`src/rtl/mux_scan_n.sv`:
```
// Registered N-channel multiplexer with fixed-select and auto-scan modes.
// Scan mode visits enabled channels in turn, holding each for dwell+1 cycles.
module mux_scan_n #(
  parameter int WIDTH   = 8,
  parameter int N       = 4,
  parameter int SEL_W   = 2,
  parameter int DWELL_W = 4
) (
  input  logic                 clock,
  input  logic                 reset,
  input  logic [N*WIDTH-1:0]   in_bus,
  input  logic                 mode,
  input  logic [SEL_W-1:0]     sel,
  input  logic [N-1:0]         enable_mask,
  input  logic [DWELL_W-1:0]   dwell,
  output logic [WIDTH-1:0]     out,
  output logic [SEL_W-1:0]     out_ch,
  output logic                 out_valid,
  output logic                 wrap
);

  typedef enum logic [1:0] {
    IDLE  = 2'd0,
    FIXED = 2'd1,
    SCAN  = 2'd2
  } state_t;

  state_t               state_r;
  state_t               state_nxt_s;
  logic [SEL_W-1:0]     ch_r;
  logic [SEL_W-1:0]     ch_nxt_s;
  logic [DWELL_W-1:0]   cnt_r;
  logic [DWELL_W-1:0]   cnt_nxt_s;
  logic [WIDTH-1:0]     out_nxt_s;
  logic [SEL_W-1:0]     out_ch_nxt_s;
  logic                 out_valid_nxt_s;
  logic                 wrap_nxt_s;
  logic [SEL_W-1:0]     scan_next_s;

  function automatic logic [WIDTH-1:0] chan_data(input logic [N*WIDTH-1:0] bus,
                                                 input logic [SEL_W-1:0]   idx);
    logic [N*WIDTH-1:0] shifted;
    shifted = bus >> (int'(idx) * WIDTH);
    return shifted[WIDTH-1:0];
  endfunction

  // Out-of-range indices read as disabled, so callers need no extra guard.
  function automatic logic is_enabled(input logic [N-1:0]     m,
                                      input logic [SEL_W-1:0] idx);
    logic [N-1:0] shifted;
    shifted = m >> idx;
    return shifted[0];
  endfunction

  function automatic logic [SEL_W-1:0] lowest_enabled(input logic [N-1:0] m);
    logic [SEL_W-1:0] res;
    res = {SEL_W{1'b0}};
    for (int i = N - 1; i >= 0; i--) begin
      if (is_enabled(m, SEL_W'(i))) begin
        res = SEL_W'(i);
      end else begin
        res = res;
      end
    end
    return res;
  endfunction

  // Circular search starting one past cur; returns cur itself if it is the only one enabled.
  function automatic logic [SEL_W-1:0] next_enabled(input logic [SEL_W-1:0] cur,
                                                    input logic [N-1:0]     m);
    logic [SEL_W-1:0] res;
    logic             found;
    int               idx;
    res   = cur;
    found = 1'b0;
    for (int i = 1; i <= N; i++) begin
      idx = int'(cur) + i;
      if (idx >= N) begin
        idx = idx - N;
      end else begin
        idx = idx;
      end
      if (!found && is_enabled(m, SEL_W'(idx))) begin
        res   = SEL_W'(idx);
        found = 1'b1;
      end else begin
        found = found;
      end
    end
    return res;
  endfunction

  assign scan_next_s = next_enabled(ch_r, enable_mask);

  // Next-state and next-output logic for the mode FSM.
  always_comb begin
    state_nxt_s     = state_r;
    ch_nxt_s        = ch_r;
    cnt_nxt_s       = cnt_r;
    out_nxt_s       = out;
    out_ch_nxt_s    = out_ch;
    out_valid_nxt_s = out_valid;
    wrap_nxt_s      = 1'b0;
    case (state_r)
      IDLE: begin
        out_nxt_s       = {WIDTH{1'b0}};
        out_ch_nxt_s    = {SEL_W{1'b0}};
        out_valid_nxt_s = 1'b0;
        cnt_nxt_s       = {DWELL_W{1'b0}};
        if (mode) begin
          state_nxt_s = SCAN;
          ch_nxt_s    = lowest_enabled(enable_mask);
        end else begin
          state_nxt_s = FIXED;
        end
      end
      FIXED: begin
        out_ch_nxt_s = sel;
        if (int'(sel) < N) begin
          out_nxt_s       = chan_data(in_bus, sel);
          out_valid_nxt_s = 1'b1;
        end else begin
          out_nxt_s       = {WIDTH{1'b0}};
          out_valid_nxt_s = 1'b0;
        end
        if (mode) begin
          state_nxt_s = SCAN;
          ch_nxt_s    = lowest_enabled(enable_mask);
          cnt_nxt_s   = {DWELL_W{1'b0}};
        end else begin
          state_nxt_s = FIXED;
        end
      end
      SCAN: begin
        if (enable_mask == {N{1'b0}}) begin
          out_nxt_s       = {WIDTH{1'b0}};
          out_ch_nxt_s    = ch_r;
          out_valid_nxt_s = 1'b0;
        end else begin
          out_nxt_s       = chan_data(in_bus, ch_r);
          out_ch_nxt_s    = ch_r;
          out_valid_nxt_s = is_enabled(enable_mask, ch_r);
          // >= so that a shortened dwell releases a channel already past it.
          if ((cnt_r >= dwell) || !is_enabled(enable_mask, ch_r)) begin
            ch_nxt_s   = scan_next_s;
            cnt_nxt_s  = {DWELL_W{1'b0}};
            wrap_nxt_s = (scan_next_s <= ch_r);
          end else begin
            cnt_nxt_s  = cnt_r + {{(DWELL_W-1){1'b0}}, 1'b1};
          end
        end
        if (mode) begin
          state_nxt_s = SCAN;
        end else begin
          state_nxt_s = FIXED;
        end
      end
      default: begin
        state_nxt_s     = IDLE;
        ch_nxt_s        = {SEL_W{1'b0}};
        cnt_nxt_s       = {DWELL_W{1'b0}};
        out_nxt_s       = {WIDTH{1'b0}};
        out_ch_nxt_s    = {SEL_W{1'b0}};
        out_valid_nxt_s = 1'b0;
      end
    endcase
  end

  // State, scan position and registered outputs.
  always_ff @(posedge clock) begin
    if (reset) begin
      state_r   <= IDLE;
      ch_r      <= {SEL_W{1'b0}};
      cnt_r     <= {DWELL_W{1'b0}};
      out       <= {WIDTH{1'b0}};
      out_ch    <= {SEL_W{1'b0}};
      out_valid <= 1'b0;
      wrap      <= 1'b0;
    end else begin
      state_r   <= state_nxt_s;
      ch_r      <= ch_nxt_s;
      cnt_r     <= cnt_nxt_s;
      out       <= out_nxt_s;
      out_ch    <= out_ch_nxt_s;
      out_valid <= out_valid_nxt_s;
      wrap      <= wrap_nxt_s;
    end
  end

endmodule

```
`config.mk`:
```
export PLATFORM = sky130hd
export DESIGN_NAME = mux_scan_n
export DESIGN_NICKNAME = d
export VERILOG_FILES = /design/src/rtl/mux_scan_n.sv
export SDC_FILE = /design/constraint.sdc
export NUM_CORES = 1
export LEC_CHECK = 0
export CORE_ASPECT_RATIO = 1.5
export CORE_MARGIN = 2
export CORE_UTILIZATION = 40
export CTS_CLUSTER_SIZE = 24
export DETAILED_ROUTE_END_ITERATION = 8
export GPL_TIMING_DRIVEN = 0
export MAX_ROUTING_LAYER = met4
export PLACE_DENSITY = 0.83
export SLEW_MARGIN = 20
export SYNTH_ARGS = -nofsm -noshare
export SYNTH_HDL_FRONTEND = slang
export SYNTH_SLANG_ARGS = --single-unit
export TNS_END_PERCENT = 100
```
`constraint.sdc`:
```
create_clock -name clock -period 1.6 [get_ports clock]
set_input_delay 0.24 -clock clock [delete_from_list [all_inputs] [get_ports clock]]
set_output_delay 0.24 -clock clock [all_outputs]
set_load 0.05 [all_outputs]
```
==> reports/metrics.yaml <==
grt_max_degree: 12
min_period_ps: 1680
wl_per_cell_um: 17.1
worstSetupPathType: "flip-flop to flip-flop"
powerDensity_nw_per_um2: 596
async_flop_share_pct: 0
cts_max_path_buffers: 2
viasPerCell: 5.70
synth_seq_cells: 20
synth_fa_ha_area_share_pct: 9.15
synth-edff-count: 0
status: "complete, but fails checks"
std_cell_rows: 27
vias: 1550
pin_count: 57
grt_util_all_layers_pct: 21.9
worstMarginPinSlew_ps: 567
yosysWarnings: 0
syn_avg_cell_area_um2: 9.89
synth.most_common_cell: "dfxtp_1"
setup_viol: 4
ir_worst_vdd_v: 0.000438
num_antenna_cells: 0
crit_path_end_kind: "flip-flop"
die_w_um: 54.1
io_buffers: 54
synth-compound-area-share_pct: 19.3
yosys.area.top_type: "dfxtp_1"
coreArea_um2: 3650
startpoint_type: "flip-flop"
synth_common_cells: "dfxtp_1 (20), nor2_1 (18), mux4_2 (16), inv_1 (13), ha_1 (11)"
synth_area_leaders: "dfxtp_1 (27%), mux4_2 (24%), ha_1 (9.2%)"
slew_violations: 0
critical_path.slowest_cell: "dfxtp_2"
synth_cells: 152
postRouteAntennaNets: 0
grt_setup_unrepaired: "yes"
crit_fanout: 4
hp-class: "input pin to flip-flop"
slowest_delay_ps: 340
synth_area_um2: 1500
h-tree-depth: 1
n_fill_cell: 269
yosys.area_share.simple_pct: 14.0
hold_violations: 0
cts_tree: "done"
holdBufCountCts: 0
clock_latency_ps: 280
grt_pass1_vias: 1570
required_ps: 1770
ys_seq_area_share_pct: 26.6
ys.flop_type: "dfxtp_1"
start_util_pct: 41.2
place_area_um2: 2140
slew_headroom_pct: 62.2
synth_top_area_share_pct: 26.6
drt-total-wl_mm: 4.66
fin_skew_ps: 9.34
synth_cell_types: 36
area_growth_pct: 65.9
period_share_pct: 105
place_hpwl_mm: 3.04
drt_pass1_iterations: 4
cp_cell_sequence: "inv_2 > ha_4 > nand2b_4 > a211oi_4 > o211ai_2 > buf_6 > a211o_1 > o41ai_2"
synth_mux_area_share_pct: 25.4
overflow: 0
maxCapViolations: 0
synth_top_family_by_area: "multiplexers"
antenna_found_initial: 0
die_y_um: 79.1
fin_area_um2: 2490
cts_sinks: 20
fmax_ghz: 0.597
synth_xor_area_share_pct: 0
dieArea_um2: 4280
grt_first_pass_wirelength_mm: 6.73
pre_cts_slack_ps: -644
routabilityCongestion: 0.880
drtIter0Drc: 32
cp_data_arrival_time_ps: 1850
violations: "setup timing"
p_leak_nw: 0.988
drive_above_1_share_pct: 35.4
fin_nets: 286
drcViolationCount: 0
setup_ws_ps: -75.5
cts-buffers-inserted: 3
cts_root_buffer: "clkbuf_8"
clkTransAtPathRegs_ps: 90
syn-num-nets: 208
## layout make-up
cell class                      instances  area (µm²)  share of cell area (%)
Multi-Input combinational cell        112        1210                    48.7
Timing Repair Buffer                   74         692                    27.7
Sequential cell                        20         409                    16.4
Inverter                               13        55.1                    2.21
Tap cell                               43        53.8                    2.16
Clock buffer                            4        45.0                    1.81
Buffer                                  6        25.0                    1.00
## per-layer routing
| metal | part of all wire, % | vias up | wire length (µm) | GRT usage [%] |
|---|---|---|---|---|
| met3 | 6.0 | 11 | 282 | 3.38 |
| met2 | 57 | 66 | 2650 | 42.2 |
| met1 | 34 | 746 | 1590 | 19.9 |
| met4 | 3.0 | 0 | 138 | 8.75 |
| met5 | 0 | - | 0 | - |
| li1 | - | 727 | - | - |
## per-stage QoR
step	TNS, ps	utilization [%]	cells	power (mW)	hold WS [ps]
floorplan	-8.44	-	152	0.805	319
global route	-595	68.4	272	1.54	466
detailed placement	-7790	58.6	249	0.988	481
finish	-227	68.4	272	1.49	447
global placement	-7560	58.6	249	0.977	470
CTS	-262	63.9	262	1.39	456
## report_power, final
group          total (mW)  leakage [nW]  internal [mW]  switching (mW)
Clock               0.374        0.0228          0.179           0.195
Combinational       0.588         0.801          0.321           0.268
Sequential          0.524         0.164          0.513          0.0120
Total                1.49         0.988           1.01           0.475
## critical path: cells and delay by family (launching register included)
kind | cells | cell delay, ps
simple gates | 1 | 140
compound gates | 4 | 690
buf+inv | 2 | 200
flops | 1 | 340
fa+ha+maj | 1 | 200
## what timing repair did
item / in CTS / in global routing
buffers inserted: 9 / 11
pin swaps: 16 / 11
gates resized for setup: 44 / 23
endpoints found under the setup margin: 28 / 15
## worst paths after layout
path         slack [ps]   endpoint      from  cells past startpoint
max                 -80    ch_r[0]  cnt_r[0]                      8
min                 450  out_ch[0]    sel[0]                      3
max reg2reg         -80    ch_r[0]  cnt_r[0]                      8
min reg2reg         500   cnt_r[3]  cnt_r[3]                      2
## state kept, by name (all words and copies together), names as in the netlist
| register | cells |
|---|---|
| out | 8 |
| cnt_r | 4 |
| out_valid | 1 |
| ch_r | 2 |
| state_r | 2 |
| wrap | 1 |
| out_ch | 2 |
## cell families (layout without fill, tap and decap cells)
logic type | count (synthesis) | after routing
muxes | 18 | 18
buffers and inverters | 20 | 97
DFF | 20 | 20
adders and majority gates | 11 | 11
AOI/OAI and AO/OA | 40 | 40
and+or+nand+nor | 43 | 43
## placed cells by master (no fill, tap or decap), types with 3 or more instances in the layout
cell type and instances:
a22oi_1 8, buf_4 15, buf_6 4, clkbuf_2 3
ha_2 3, clkbuf_8 3, inv_2 3, ha_1 5
inv_1 8, mux4_2 16, ha_4 3, clkbuf_1 5
dlygate4sd2_1 15, dfxtp_1 17, a21oi_2 3, a21oi_1 6
nand2_1 7, clkdlybuf4s50_1 36, nor2_2 3, nor2_1 15
Note: power is estimated with default switching activity, not from simulation.
